<file path="src/rtl/inst_array_collector_if.sv">
// Output stream of the instance-array collector: one tagged word per transfer,
// accepted when out_valid && out_ready.
interface inst_array_collector_if #(
  parameter int unsigned W     = 8,
  parameter int unsigned ROW_W = 2,
  parameter int unsigned COL_W = 1
);
  logic             out_valid;
  logic             out_ready;
  logic [W-1:0]     out_data;
  logic [ROW_W-1:0] out_row;
  logic [COL_W-1:0] out_col;
  logic             out_last;

  modport master (
    output out_valid,
    output out_data,
    output out_row,
    output out_col,
    output out_last,
    input  out_ready
  );

  modport slave (
    input  out_valid,
    input  out_data,
    input  out_row,
    input  out_col,
    input  out_last,
    output out_ready
  );
endinterface

</file>
<file path="src/rtl/inst_array_collector.sv">
// Snapshots a ROWS x COLS array of W-bit instance words and streams them out in
// row-major order with [row][col] tags and a running XOR checksum.
module inst_array_collector #(
  parameter int unsigned ROWS  = 3,
  parameter int unsigned COLS  = 2,
  parameter int unsigned W     = 8,
  parameter int unsigned ROW_W = (ROWS > 1) ? $clog2(ROWS) : 1,
  parameter int unsigned COL_W = (COLS > 1) ? $clog2(COLS) : 1
) (
  input  logic                     clk,
  input  logic                     rst_n,
  input  logic                     start,
  input  logic [ROWS*COLS*W-1:0]   in_data,
  inst_array_collector_if.master   out_if,
  output logic                     busy,
  output logic                     done,
  output logic [W-1:0]             checksum
);

  localparam int unsigned N     = ROWS * COLS;
  localparam int unsigned IDX_W = (N > 1) ? $clog2(N) : 1;

  typedef enum logic [1:0] {
    S_IDLE,
    S_SEND,
    S_DONE
  } state_t;

  state_t              r_state;
  logic [N*W-1:0]      r_snap;
  logic [ROW_W-1:0]    r_row;
  logic [COL_W-1:0]    r_col;
  logic [IDX_W-1:0]    r_idx;
  logic                r_valid;
  logic [W-1:0]        r_data;
  logic                r_last;
  logic                r_busy;
  logic                r_done;
  logic [W-1:0]        r_chk;

  logic                w_xfer;
  logic                w_col_wrap;
  logic [ROW_W-1:0]    w_next_row;
  logic [COL_W-1:0]    w_next_col;
  logic [IDX_W-1:0]    w_next_idx;
  logic                w_next_last;
  logic [W-1:0]        w_next_data;

  assign w_xfer      = r_valid && out_if.out_ready;
  assign w_col_wrap  = (r_col == COL_W'(COLS - 1));
  assign w_next_col  = w_col_wrap ? '0 : r_col + COL_W'(1);
  assign w_next_row  = w_col_wrap ? r_row + ROW_W'(1) : r_row;
  assign w_next_idx  = r_idx + IDX_W'(1);
  assign w_next_last = (w_next_row == ROW_W'(ROWS - 1)) && (w_next_col == COL_W'(COLS - 1));

  // Output data is registered, so the following element is selected one
  // transfer ahead from the linear index that tracks (row, col).
  always_comb begin
    w_next_data = '0;
    for (int unsigned i = 0; i < N; i++) begin
      if (w_next_idx == IDX_W'(i)) begin
        w_next_data = r_snap[i*W +: W];
      end
    end
  end

  always_ff @(posedge clk or negedge rst_n) begin
    if (!rst_n) begin
      r_state <= S_IDLE;
      r_snap  <= '0;
      r_row   <= '0;
      r_col   <= '0;
      r_idx   <= '0;
      r_valid <= 1'b0;
      r_data  <= '0;
      r_last  <= 1'b0;
      r_busy  <= 1'b0;
      r_done  <= 1'b0;
      r_chk   <= '0;
    end else begin
      case (r_state)
        S_IDLE: begin
          r_done <= 1'b0;
          if (start) begin
            r_snap  <= in_data;
            r_row   <= '0;
            r_col   <= '0;
            r_idx   <= '0;
            r_chk   <= '0;
            r_valid <= 1'b1;
            r_data  <= in_data[W-1:0];
            r_last  <= (N == 1);
            r_busy  <= 1'b1;
            r_state <= S_SEND;
          end
        end
        S_SEND: begin
          if (w_xfer) begin
            r_chk <= r_chk ^ r_data;
            if (r_last) begin
              r_valid <= 1'b0;
              r_last  <= 1'b0;
              r_done  <= 1'b1;
              r_state <= S_DONE;
            end else begin
              r_row  <= w_next_row;
              r_col  <= w_next_col;
              r_idx  <= w_next_idx;
              r_data <= w_next_data;
              r_last <= w_next_last;
            end
          end
        end
        S_DONE: begin
          r_done  <= 1'b0;
          r_busy  <= 1'b0;
          r_state <= S_IDLE;
        end
        default: begin
          r_valid <= 1'b0;
          r_last  <= 1'b0;
          r_busy  <= 1'b0;
          r_done  <= 1'b0;
          r_state <= S_IDLE;
        end
      endcase
    end
  end

  assign out_if.out_valid = r_valid;
  assign out_if.out_data  = r_data;
  assign out_if.out_row   = r_row;
  assign out_if.out_col   = r_col;
  assign out_if.out_last  = r_last;
  assign busy             = r_busy;
  assign done             = r_done;
  assign checksum         = r_chk;

endmodule

</file>
<file path="src/flat_wrapper.sv">
// flat-port wrapper written by rule: the top's interface ports become plain ports
module inst_array_collector_flat 
#(
  parameter int unsigned ROWS  = 3,
  parameter int unsigned COLS  = 2,
  parameter int unsigned W     = 8,
  parameter int unsigned ROW_W = (ROWS > 1) ? $clog2(ROWS) : 1,
  parameter int unsigned COL_W = (COLS > 1) ? $clog2(COLS) : 1
)
  (clk, rst_n, start, in_data, busy, done, checksum, out_if_out_valid, out_if_out_data, out_if_out_row, out_if_out_col, out_if_out_last, out_if_out_ready);
  inst_array_collector_if #(.W(W), .ROW_W(ROW_W), .COL_W(COL_W)) out_if_i ();
  input  logic clk;
  input  logic rst_n;
  input  logic start;
  input  logic [ROWS*COLS*W-1:0] in_data;
  output logic busy;
  output logic done;
  output logic [W-1:0] checksum;
  output wire logic [$bits(out_if_i.out_valid)-1:0] out_if_out_valid;
  output wire logic [$bits(out_if_i.out_data)-1:0] out_if_out_data;
  output wire logic [$bits(out_if_i.out_row)-1:0] out_if_out_row;
  output wire logic [$bits(out_if_i.out_col)-1:0] out_if_out_col;
  output wire logic [$bits(out_if_i.out_last)-1:0] out_if_out_last;
  input wire logic [$bits(out_if_i.out_ready)-1:0] out_if_out_ready;
  assign out_if_out_valid = out_if_i.out_valid;
  assign out_if_out_data = out_if_i.out_data;
  assign out_if_out_row = out_if_i.out_row;
  assign out_if_out_col = out_if_i.out_col;
  assign out_if_out_last = out_if_i.out_last;
  assign out_if_i.out_ready = out_if_out_ready;
  inst_array_collector #(.ROWS(ROWS), .COLS(COLS), .W(W), .ROW_W(ROW_W), .COL_W(COL_W)) u_core (.clk(clk), .rst_n(rst_n), .start(start), .in_data(in_data), .out_if(out_if_i), .busy(busy), .done(done), .checksum(checksum));
endmodule
</file>
<file path="config.mk">
export PLATFORM = sky130hd
export DESIGN_NAME = inst_array_collector_flat
export DESIGN_NICKNAME = d
export VERILOG_FILES = /design/src/rtl/inst_array_collector_if.sv /design/src/rtl/inst_array_collector.sv /design/src/flat_wrapper.sv
export SDC_FILE = /design/constraint.sdc
export NUM_CORES = 1
export LEC_CHECK = 0
export BUFFER_PORTS_ARGS = -buffer_cell sky130_fd_sc_hd__buf_2
export CAP_MARGIN = 20
export CORE_MARGIN = 4
export CORE_UTILIZATION = 54
export DETAILED_ROUTE_END_ITERATION = 10
export PLACE_DENSITY_LB_ADDON = 0.12
export RECOVER_POWER = 25
export SETUP_SLACK_MARGIN = 0.4
export SYNTH_ARGS = -nofsm -noshare
export SYNTH_HDL_FRONTEND = slang
export SYNTH_SLANG_ARGS = --single-unit
</file>
<file path="constraint.sdc">
create_clock -name clk -period 1.95 [get_ports clk]
set_input_delay 0.2925 -clock clk [delete_from_list [all_inputs] [get_ports clk]]
set_output_delay 0.2925 -clock clk [all_outputs]
set_load 0.01 [all_outputs]
</file>
* Yosys cells after proc, flatten, opt, wreduce, memory -nomap -nowiden
Index checks and enable logic that the tools add are counted.
** Storage, ports and cells
- Bits in registers :: 76
- Bits of input ports :: 52
- Output and inout bits :: 23
- Word-level logic and storage cells :: 84
** Operators by class
- $add $sub $neg :: 3
- Equality and inequality tests :: 12
- Mux-type cells :: 42
- Bitwise gates (word level) :: 3
- Reduce and logical (&&, ||, !) cells :: 13
** Operators by type and width (number)
- 2-to-1 mux 8 bit :: 11
- case mux 8 bit (2 select lines) :: 2
- 2-to-1 mux 2 bit :: 7
- 2-to-1 mux 1 bit :: 12
- 2-to-1 mux 3 bit :: 3
- AND reduction 3 bit :: 3
- case mux 2 bit (2 select lines) :: 2
- AND reduction 4 bit :: 2
- bitwise XOR 8 bit :: 1
- == test 3 x 2 -> 1 bit (second input constant) :: 2
- == test 3 bit (second input constant) :: 2
- case mux 1 bit (3 select lines) :: 2
- case mux 3 bit (2 select lines) :: 1
- AND reduction 2 bit :: 3
- == test 2 bit (second input constant) :: 2
- inequality test 2 x 1 -> 1 bit (second input constant) :: 2
- inequality test 2 bit (second input constant) :: 2
- case mux 1 bit (2 select lines) :: 2
- adder 3 x 1 -> 3 bit (second input constant) :: 1
- == test 3 x 1 -> 1 bit (second input constant) :: 1
- logical NOT 3 bit :: 1
- adder 2 x 1 -> 2 bit (second input constant) :: 1
- == test 2 x 1 -> 1 bit (second input constant) :: 1
- logical AND 1 bit :: 2
- 4 further kinds :: 5

* Depth between registers and ports, before layout
Gate-level depths: netlist of run 1.
- Word-level depth :: 11
- Depth in mapped cells :: 9
- Gate-level depth less buffers :: 6

* Worst setup path after synthesis of run 1
OpenSTA, ideal clock, no wires.
- Kind :: reg2reg
- Start point :: register u_core.r_idx[0]
- End point :: register u_core.r_data[6] (netlist: u_core.out_if.out_data[6])
- Library setup time :: 0.126 ns
- Arrival time :: 1.636 ns
- Data required time :: 1.824 ns
- Path slack :: 0.188 ns
- Stages on the path, launching flop included :: 10
- Path buffers :: 3
- Period minus slack after synthesis :: 1.762 ns
- Path through :: dfrtp_1 inv_1 ha_1 buf_6 nor2b_2 buf_6 buf_6 a221oi_2 o311ai_1 a221o_1
** On the way
- Longest elaborated chain between the ends :: 11
- Elaborated cells on any way between the ends :: 16
- Classes of those cells :: add/sub: 1; eq/ne: 5; mux: 9; reduce/logical: 1
** Ends and longest elaborated chain
- from (decl) :: line inst_array_collector.sv:33 : logic [IDX_W-1:0] r_idx;
- from (signal assigned) :: line inst_array_collector.sv:108 : r_idx <= w_next_idx;
- adder 3 x 1 -> 3 bit * :: line inst_array_collector.sv:53 : assign w_next_idx = r_idx + IDX_W'(1);
- logical NOT 3 bit :: line inst_array_collector.sv:61 : if (w_next_idx == IDX_W'(i)) begin
- 2-to-1 mux 8 bit (5 in a row) :: line inst_array_collector.sv:61
- 2-to-1 mux 8 bit * :: line inst_array_collector.sv:61
- 2-to-1 mux 8 bit * :: line inst_array_collector.sv:100 : if (r_last) begin
- 2-to-1 mux 8 bit * :: line inst_array_collector.sv:98 : if (w_xfer) begin
- case mux 8 bit (2 select lines) * :: line inst_array_collector.sv:81 : case (r_state)
- to (signal assigned) :: line inst_array_collector.sv:91 : r_data <= in_data[W-1:0];
- to (signal assigned) :: line inst_array_collector.sv:109 : r_data <= w_next_data;
- to (decl) :: line inst_array_collector.sv:35 : logic [W-1:0] r_data;
Mark *: on every way between the ends. The rest lies on a longest branch, timed or not. The select of a mux whose other input is x is not followed.
A chain may end at the register's enable or synchronous reset.

* Final worst setup path of run 1
- Start point :: register u_core.r_idx[0]
- End point :: register u_core.r_data[5] (netlist: u_core.out_if.out_data[5])
The elaborated chain is that of the path after synthesis.

==> results.md, run 1 <==
* Power Density at 753.0 mW/mm2
* Synthesized area per cell at 9.594 um2
* Peak fanout along the critical path at 16
* Clock skew at 7.624 ps
* Rel. slew slack at 31.63%
* YS warnings at 0
* Final setup fails at 0
* Vias at 2,893
* Unrepaired setup endpoints after global routing: true
* Clk buf depth at 2
* DR vias/cell at 5.407
* Critical path capture point type: flip-flop
* DRT Pass-1 Iters at 4
* Syn Inst Count at 364
* Seq/Total Area, Yosys at 54.46%
* Fin. Hold Viols at 0
* Port buffer count at 74
* MaxCap Viol Count at 0
* Overall power at 3.380 mW
* Fin. max-slew vios at 0
* Num CTS Buffers at 9
* Yosys cell types at 42
* CP arrival at 1990 ps
* Routed Antenna Nets at 0
* Antenna violations before repair at 0
* Number of global-route vias before repair at 2,767
* Multi-input logic area at 0.001632 mm2
* Placed Area at 0.004021 mm2
* Reg-to-Reg End: u_core.out_if.out_data[5]
* Top cells by area, synth: dfrtp_1 (54%), nand2_1 (16%), a221oi_1 (3.0%), a221o_1 (2.0%), xor2_1 (2.0%)
* Worst Reg-to-Reg Cells at 6
* Num rows at 29
* Layout cells sized above 1 at 32.53%
* Starting DRT DRC Count at 192
* CP startpoint: u_core.r_idx[0]
* DIE WIDTH at 88.42 um
* Reg clk slew, reported paths at 80 ps
* Setup TNS at 0 ps
* Dpl cells at 509
* Final core utilization at 71.09%
* TritonCTS Sinks at 76
* CTS tree: built
* Crit path kind: flip-flop to flip-flop
* FF/Latch Area at 0.001906 mm2
* Dominant cell type by area after synthesis: dfrtp_1
* Most frequent cells in the layout: nand2_1 (144), buf_2 (74), dfrtp_1 (73), nor2_1 (17), buf_4 (16)
* First-pass GRT wire length at 14.45 mm
* Routability cong. at 0.8064
* Smallest hold slack at 129.5 ps
* Fin area at 0.004488 mm2
* Min-Delay Path Class: input pin to flip-flop
* Worst skew pair latency at 350 ps
* Hold Path Sink: u_core.r_snap[23]
* Synth top area share at 54.46%
* Gr ovfl total at 0
* GRT Total Usage at 24.54%
* Die Height at 88.42 um
* Synthesized Nets at 421
* Hpwl dp at 6.069 mm
* Initial Util at 55.31%
* R2R setup slack at 200 ps
* Drt total wl at 8.812 mm
* ANT cells at 0
* IO Count at 75
* CTS H-tree depth at 3
* Worst-margin pin slew at 1026 ps
* Largest net degree at the start of global routing at 77
* Hold path depth at 3
* RR Startpoint: u_core.r_idx[0]
* Final routed DRC violation total at 0
* Mapped Area at 0.003492 mm2
* Commonest non-fill, non-tap cell in the layout: nand2_1
* Die area at 0.007817 mm2
* Status: finished, final reports clean
* Crit share post-route at 89.82%
* Pre-CTS WS at 24.42 ps
* Average wire per standard cell at 16.47 um
* Final worst slack at 198.5 ps
* Worst Setup Start Kind: flip-flop
* Leakage at 2.402 nW
* Nets at 510
* Fill count at 501
* Worst IR Drop VDD at 0.4317 mV
* Flops & latches, synth at 76
* CP required at 2180 ps
* Highest clock rate at 0.5709 GHz
* Min-delay src: in_data[23]
* Final cell count without fillers at 535
* Clock Tree Root: clkbuf_8
* Layout area overhead at 28.52%
* Final Critical Period at 1752 ps
* Core ar. at 0.006314 mm2
cell families (layout without fill, tap and decap cells):
logic type,after synthesis,count (layout),synth area share (%)
simple gates,191,192,23.25
flops,76,76,54.46
compound gates,53,53,12.97
buf+inv,27,120,4.228
xor+xnor,10,10,2.723
fa+ha+maj,5,5,1.791
mux,2,2,0.5733
cell usage after synthesis, drive strengths merged:
cell type / instances
a21o: 9
a21oi: 3
a221o: 7
a221oi: 14
a22o: 1
a22oi: 1
a31o: 1
a32oi: 1
and2: 9
and3: 1
and4b: 1
buf: 16
clkbuf: 5
dfrtp: 76
ha: 5
inv: 6
mux2i: 2
nand2: 145
nand3: 3
nor2: 17
nor2b: 9
nor3b: 3
nor4b: 1
o211ai: 1
o21ai: 4
o21bai: 1
o311ai: 7
o31ai: 2
o41ai: 1
or2b: 1
or3: 1
xnor2: 2
xor2: 8
report_power, final:
| group | leakage [nW] | switching [mW] | total [mW] | internal [mW] |
|---|---|---|---|---|
| sequential | 0.983 | 0.0565 | 1.69 | 1.64 |
| combinational | 1.29 | 0.105 | 0.206 | 0.100 |
| clock | 0.127 | 0.563 | 1.48 | 0.919 |
| total | 2.40 | 0.725 | 3.38 | 2.66 |
worst max path at each step:
stage	slack (ps)	endpoint
2_1_floorplan	190	u_core.out_if.out_data[6]
3_3_place_gp	130	u_core.out_if.out_data[2]
3_5_place_dp	20	u_core.out_if.out_data[2]
4_1_cts	220	u_core.out_if.out_data[5]
5_1_grt	130	u_core.out_if.out_data[5]
6_report	200	u_core.out_if.out_data[5]
layout make-up:
class / count / area share, %
tap: 77 / 2.147
timing repair buffer: 98 / 12.91
multi-input combinational: 262 / 36.35
clock inverter: 4 / 2.119
clock buffer: 12 / 3.457
sequential: 76 / 42.46
inverter: 6 / 0.5576
worst max-delay path: stages (launching register included):
cell and delay (ps):
dfrtp_2 470, inv_2 80, ha_4 190, buf_8 170
a221oi_4 280, o311ai_2 130, a221o_1 320
registers in the layout, summed over array words and instances (netlist names):
signal / count
u_core.r_snap: 48
u_core.busy: 1
u_core.done: 1
u_core.r_state: 2
u_core.out_if.out_data: 8
u_core.r_idx: 3
u_core.out_if.out_col: 1
u_core.out_if.out_row: 2
u_core.checksum: 8
u_core.out_if.out_last: 1
u_core.out_if.out_valid: 1
timing repair:
item	4_1_cts	5_1_grt
cloned	1	0
setup endpoints to repair	11	28
hold buffers	1	0
resized for setup	28	12
buffers inserted	8	0
pin swaps	3	3
hold endpoints to repair	76	0
layer usage:
layer	up-vias	track usage [%]	share of wire [%]
met5	-	0	0
li1	1392	-	-
met4	0	9.203	1.6
met3	12	3.259	4.9
met2	83	38.89	49
met1	1406	34.67	45
(Power assumes the default switching activity.)
==> inputs of run 2 (changes only) <==
--- a/config.mk
+++ b/config.mk
@@ -5,10 +5,11 @@
 export SDC_FILE = /design/constraint.sdc
 export NUM_CORES = 1
 export LEC_CHECK = 0
+export ABC_AREA = 1
 export BUFFER_PORTS_ARGS = -buffer_cell sky130_fd_sc_hd__buf_2
 export CAP_MARGIN = 20
 export CORE_MARGIN = 4
-export CORE_UTILIZATION = 54
+export CORE_UTILIZATION = 30
 export DETAILED_ROUTE_END_ITERATION = 10
 export PLACE_DENSITY_LB_ADDON = 0.12
 export RECOVER_POWER = 25
==> run 2 against run 1 <==
Effect of this change: flip-flop and latch count is the same; combinational power grew to 16 times the previous value; fmax up 5.0%; wire length is 19% higher; count of clock-buffer cells in the layout grew 1; utilization is 31 points lower.
==> results.md, run 2 <==
* Status: finished, final reports clean
* ANT cells at 0 (unchanged)
* Commonest non-fill, non-tap cell in the layout: nand2_1
* GRT Total Usage at 15.42% (-9.1 points)
* Final core utilization at 40.50% (-31 points)
* Seq/Total Area, Yosys at 50.70% (-3.8 points)
* Rel. slew slack at 54.07% (+22 points)
* Clk buf depth at 2 (unchanged)
* Average wire per standard cell at 14.17 um (-14%)
* Critical path capture point type: flip-flop
* Synthesized area per cell at 7.847 um2 (-18%)
* Top cells by area, synth: dfrtp_1 (51%), nand2_1 (17%), o21ai_0 (7.7%), inv_1 (7.7%), nand3_1 (2.4%)
* CP required at 2220 ps (+40 ps)
* Synth cell count leaders: nand2_1 (165), inv_1 (77), dfrtp_1 (76), o21ai_0 (58), nand3_1 (18)
* Dominant cell type by area after synthesis: dfrtp_1
* Most frequent cells in the layout: nand2_1 (155), inv_1 (73), buf_2 (73), dfrtp_1 (73), o21ai_0 (53)
* Min-delay src: in_data[45]
* Yosys cell types at 28 (-33%)
* DR vias/cell at 4.455 (-18%)
* First-pass GRT wire length at 17.42 mm (+21%)
* Max reg flops at 48 (unchanged)
* Min-Delay Path Class: input pin to flip-flop
* Initial Util at 30.97% (-24 points)
* TritonCTS Sinks at 76 (unchanged)
* CTS tree: built
* Synth top area share at 50.70% (-3.8 points)
* Layout cells sized above 1 at 26.96% (-5.6 points)
* CP cell instances: ha_4 -> inv_2 -> nand2_2 -> nand2_4 -> buf_6 -> nand3_1 -> nand2_1 -> inv_1 -> nand2_1 -> nand2_1 -> nand2_2 -> nand2_2 -> a21oi_2
* Worst Setup Start Kind: flip-flop
* CP peak stage delay at 450 ps (-20 ps)
* Highest clock rate at 0.5995 GHz (+5.0%)
* Clock skew at 6.869 ps (-0.7550 ps)
* Largest Register: u_core.r_snap
* RR Startpoint: u_core.r_idx[0]
* Clock Tree Root: clkbuf_16
* Hpwl dp at 7.750 mm (+28%)
* Mapped Area at 0.003751 mm2 (+7.4%)
* CP startpoint: u_core.r_idx[0]
* DIE WIDTH at 119.8 um (+36%)
* Num rows at 40 (+38%)
* EDFF count, synth at 0 (unchanged)
* Drt total wl at 10.53 mm (+19%)
* Power Density at 1602 mW/mm2 (+110%)
* Fin. Hold Viols at 0 (unchanged)
* Routability cong. at 0.8242 (+2.2%)
* Worst skew pair latency at 340 ps (about the same)
* Die Height at 119.8 um (+36%)
* Num CTS Buffers at 9 (unchanged)
* Crit path kind: flip-flop to flip-flop
* Final setup fails at 0 (unchanged)
* Pre-CTS WS at 127.1 ps (+102.7 ps)
* Most frequent cell after synthesis: nand2_1
* Number of global-route vias before repair at 3,402 (+23%)
* Starting DRT DRC Count at 174 (-9.4%)
* Fin. max-slew vios at 0 (unchanged)
* Critical-path top delay cell: dfrtp_2
* Setup TNS at 0 ps (unchanged)
* Overall power at 7.857 mW (+130%)
* Leakage at 2.544 nW (+5.9%)
* Vias at 3,310 (+14%)
* Final worst slack at 281.9 ps (+83.43 ps)
* Layout area overhead at 30.75%
* Largest net degree at the start of global routing at 38 (-51%)
* Reg clk slew, reported paths at 60 ps (-20 ps)
* DRT Pass-1 Iters at 4 (unchanged)
* IO Count at 75 (unchanged)
* Final routed DRC violation total at 0 (unchanged)
* Crit share post-route at 85.54% (-4.3 points)
* Worst-margin pin slew at 689.0 ps (-336.6 ps)
* Synthesized Nets at 535 (+27%)
* Port buffer count at 74 (unchanged)
* Syn Inst Count at 478 (+31%)
* Ys async rst share at 100.0% (unchanged)
* MaxCap Viol Count at 0 (unchanged)
* Worst IR Drop VDD at 0.4939 mV (+14%)
* CP arrival at 1940 ps (-50 ps)
* Flops & latches, synth at 76 (unchanged)
* YS warnings at 0 (unchanged)
* Ys flop type: dfrtp_1
* Nets at 627 (+23%)
* Antenna violations before repair at 0 (unchanged)
* CTS H-tree depth at 3 (unchanged)
* Die area at 0.01436 mm2 (+84%)
* Peak fanout along the critical path at 7 (-9)
* Core ar. at 0.01211 mm2 (+92%)
* Gr ovfl total at 0 (unchanged)
* Unrepaired setup endpoints after global routing: true
* Routed Antenna Nets at 0 (unchanged)
* Final Critical Period at 1668 ps (-83.43 ps)
-- run 2: changes by cell type after synthesis, sizes merged, moves of 10 or more --
cell    delta
inv       +74
a221oi    -14
nand3     +17
nand2     +22
buf       -10
o21ai     +56
-- run 2: path summary, 6_finish.rpt --
| kind | endpoint | slack, ps | cells after the start |
|---|---|---|---|
| max | u_core.out_if.out_data[6] | 280 | 13 |
| min | u_core.r_snap[45] | 160 | 3 |
| max reg2reg | u_core.out_if.out_data[6] | 280 | 13 |
| min reg2reg | u_core.r_snap[11] | 480 | 2 |
| max in group asynchronous | u_core.r_idx[1] | 370 | 3 |
| min in group asynchronous | u_core.r_snap[26] | 530 | 2 |
-- run 2: timing repair --
action | CTS | global route
setup endpoints to repair | 28 | 47
buffers inserted | 3 | 7
hold buffers | 1 | 0
gates cloned | 1 | 1
hold endpoints to repair | 24 | 0
pin swaps | 5 | 11
resized for setup | 30 | 22
-- run 2: metal layers --
metal	share of wire (%)	track usage, %
met2	47	24.75
met3	3.8	3.063
met1	47	20.70
met4	1.8	5.583
met5	0	0
-- run 2: per-stage QoR --
stage          cell area (um2)  std cells  hold slack (ps)
2_1_floorplan             3766        478           -3.091
3_3_place_gp              4353        714            240.5
3_5_place_dp              4353        714            238.3
4_1_cts                   4787        735            145.8
5_1_grt                   4905        743            166.5
6_report                  4905        743            156.5
-- run 2: final cells by class --
type,count,area (um2)
fill,1295,7207
sequential,76,1906
multi-input combinational,306,1602
timing repair buffer,97,576.8
inverter,80,311.5
clock buffer,13,280.3
tap,168,210.2
clock inverter,3,18.77
-- run 2: worst max-delay path: cells and delay by family, from the launching register on --
| kind | cells | cell delay (ps) |
|---|---|---|
| buffers and inverters | 3 | 250 |
| AO/OA/AOI/OAI | 1 | 120 |
| flip-flops | 1 | 450 |
| adder cells (fa/ha/maj) | 1 | 190 |
| AND/OR/NAND/NOR | 8 | 590 |
-- run 2: cells by family after synthesis --
| kind of cell | count (synthesis) | synth area share, % |
|---|---|---|
| adders and majority gates | 5 | 1.668 |
| buffers and inverters | 97 | 10.24 |
| and+or+nand+nor | 218 | 25.38 |
| AOI/OAI and AO/OA | 81 | 11.77 |
| xor gates and xnor gates | 1 | 0.2335 |
| DFF | 76 | 50.70 |
-- run 2: power breakdown --
group	leakage, nW	switching, mW	internal, mW	total [mW]
sequential	0.922	0.499	2.33	2.83
combinational	1.47	2.01	1.37	3.38
clock	0.152	0.648	0.999	1.65
total	2.54	3.16	4.70	7.86
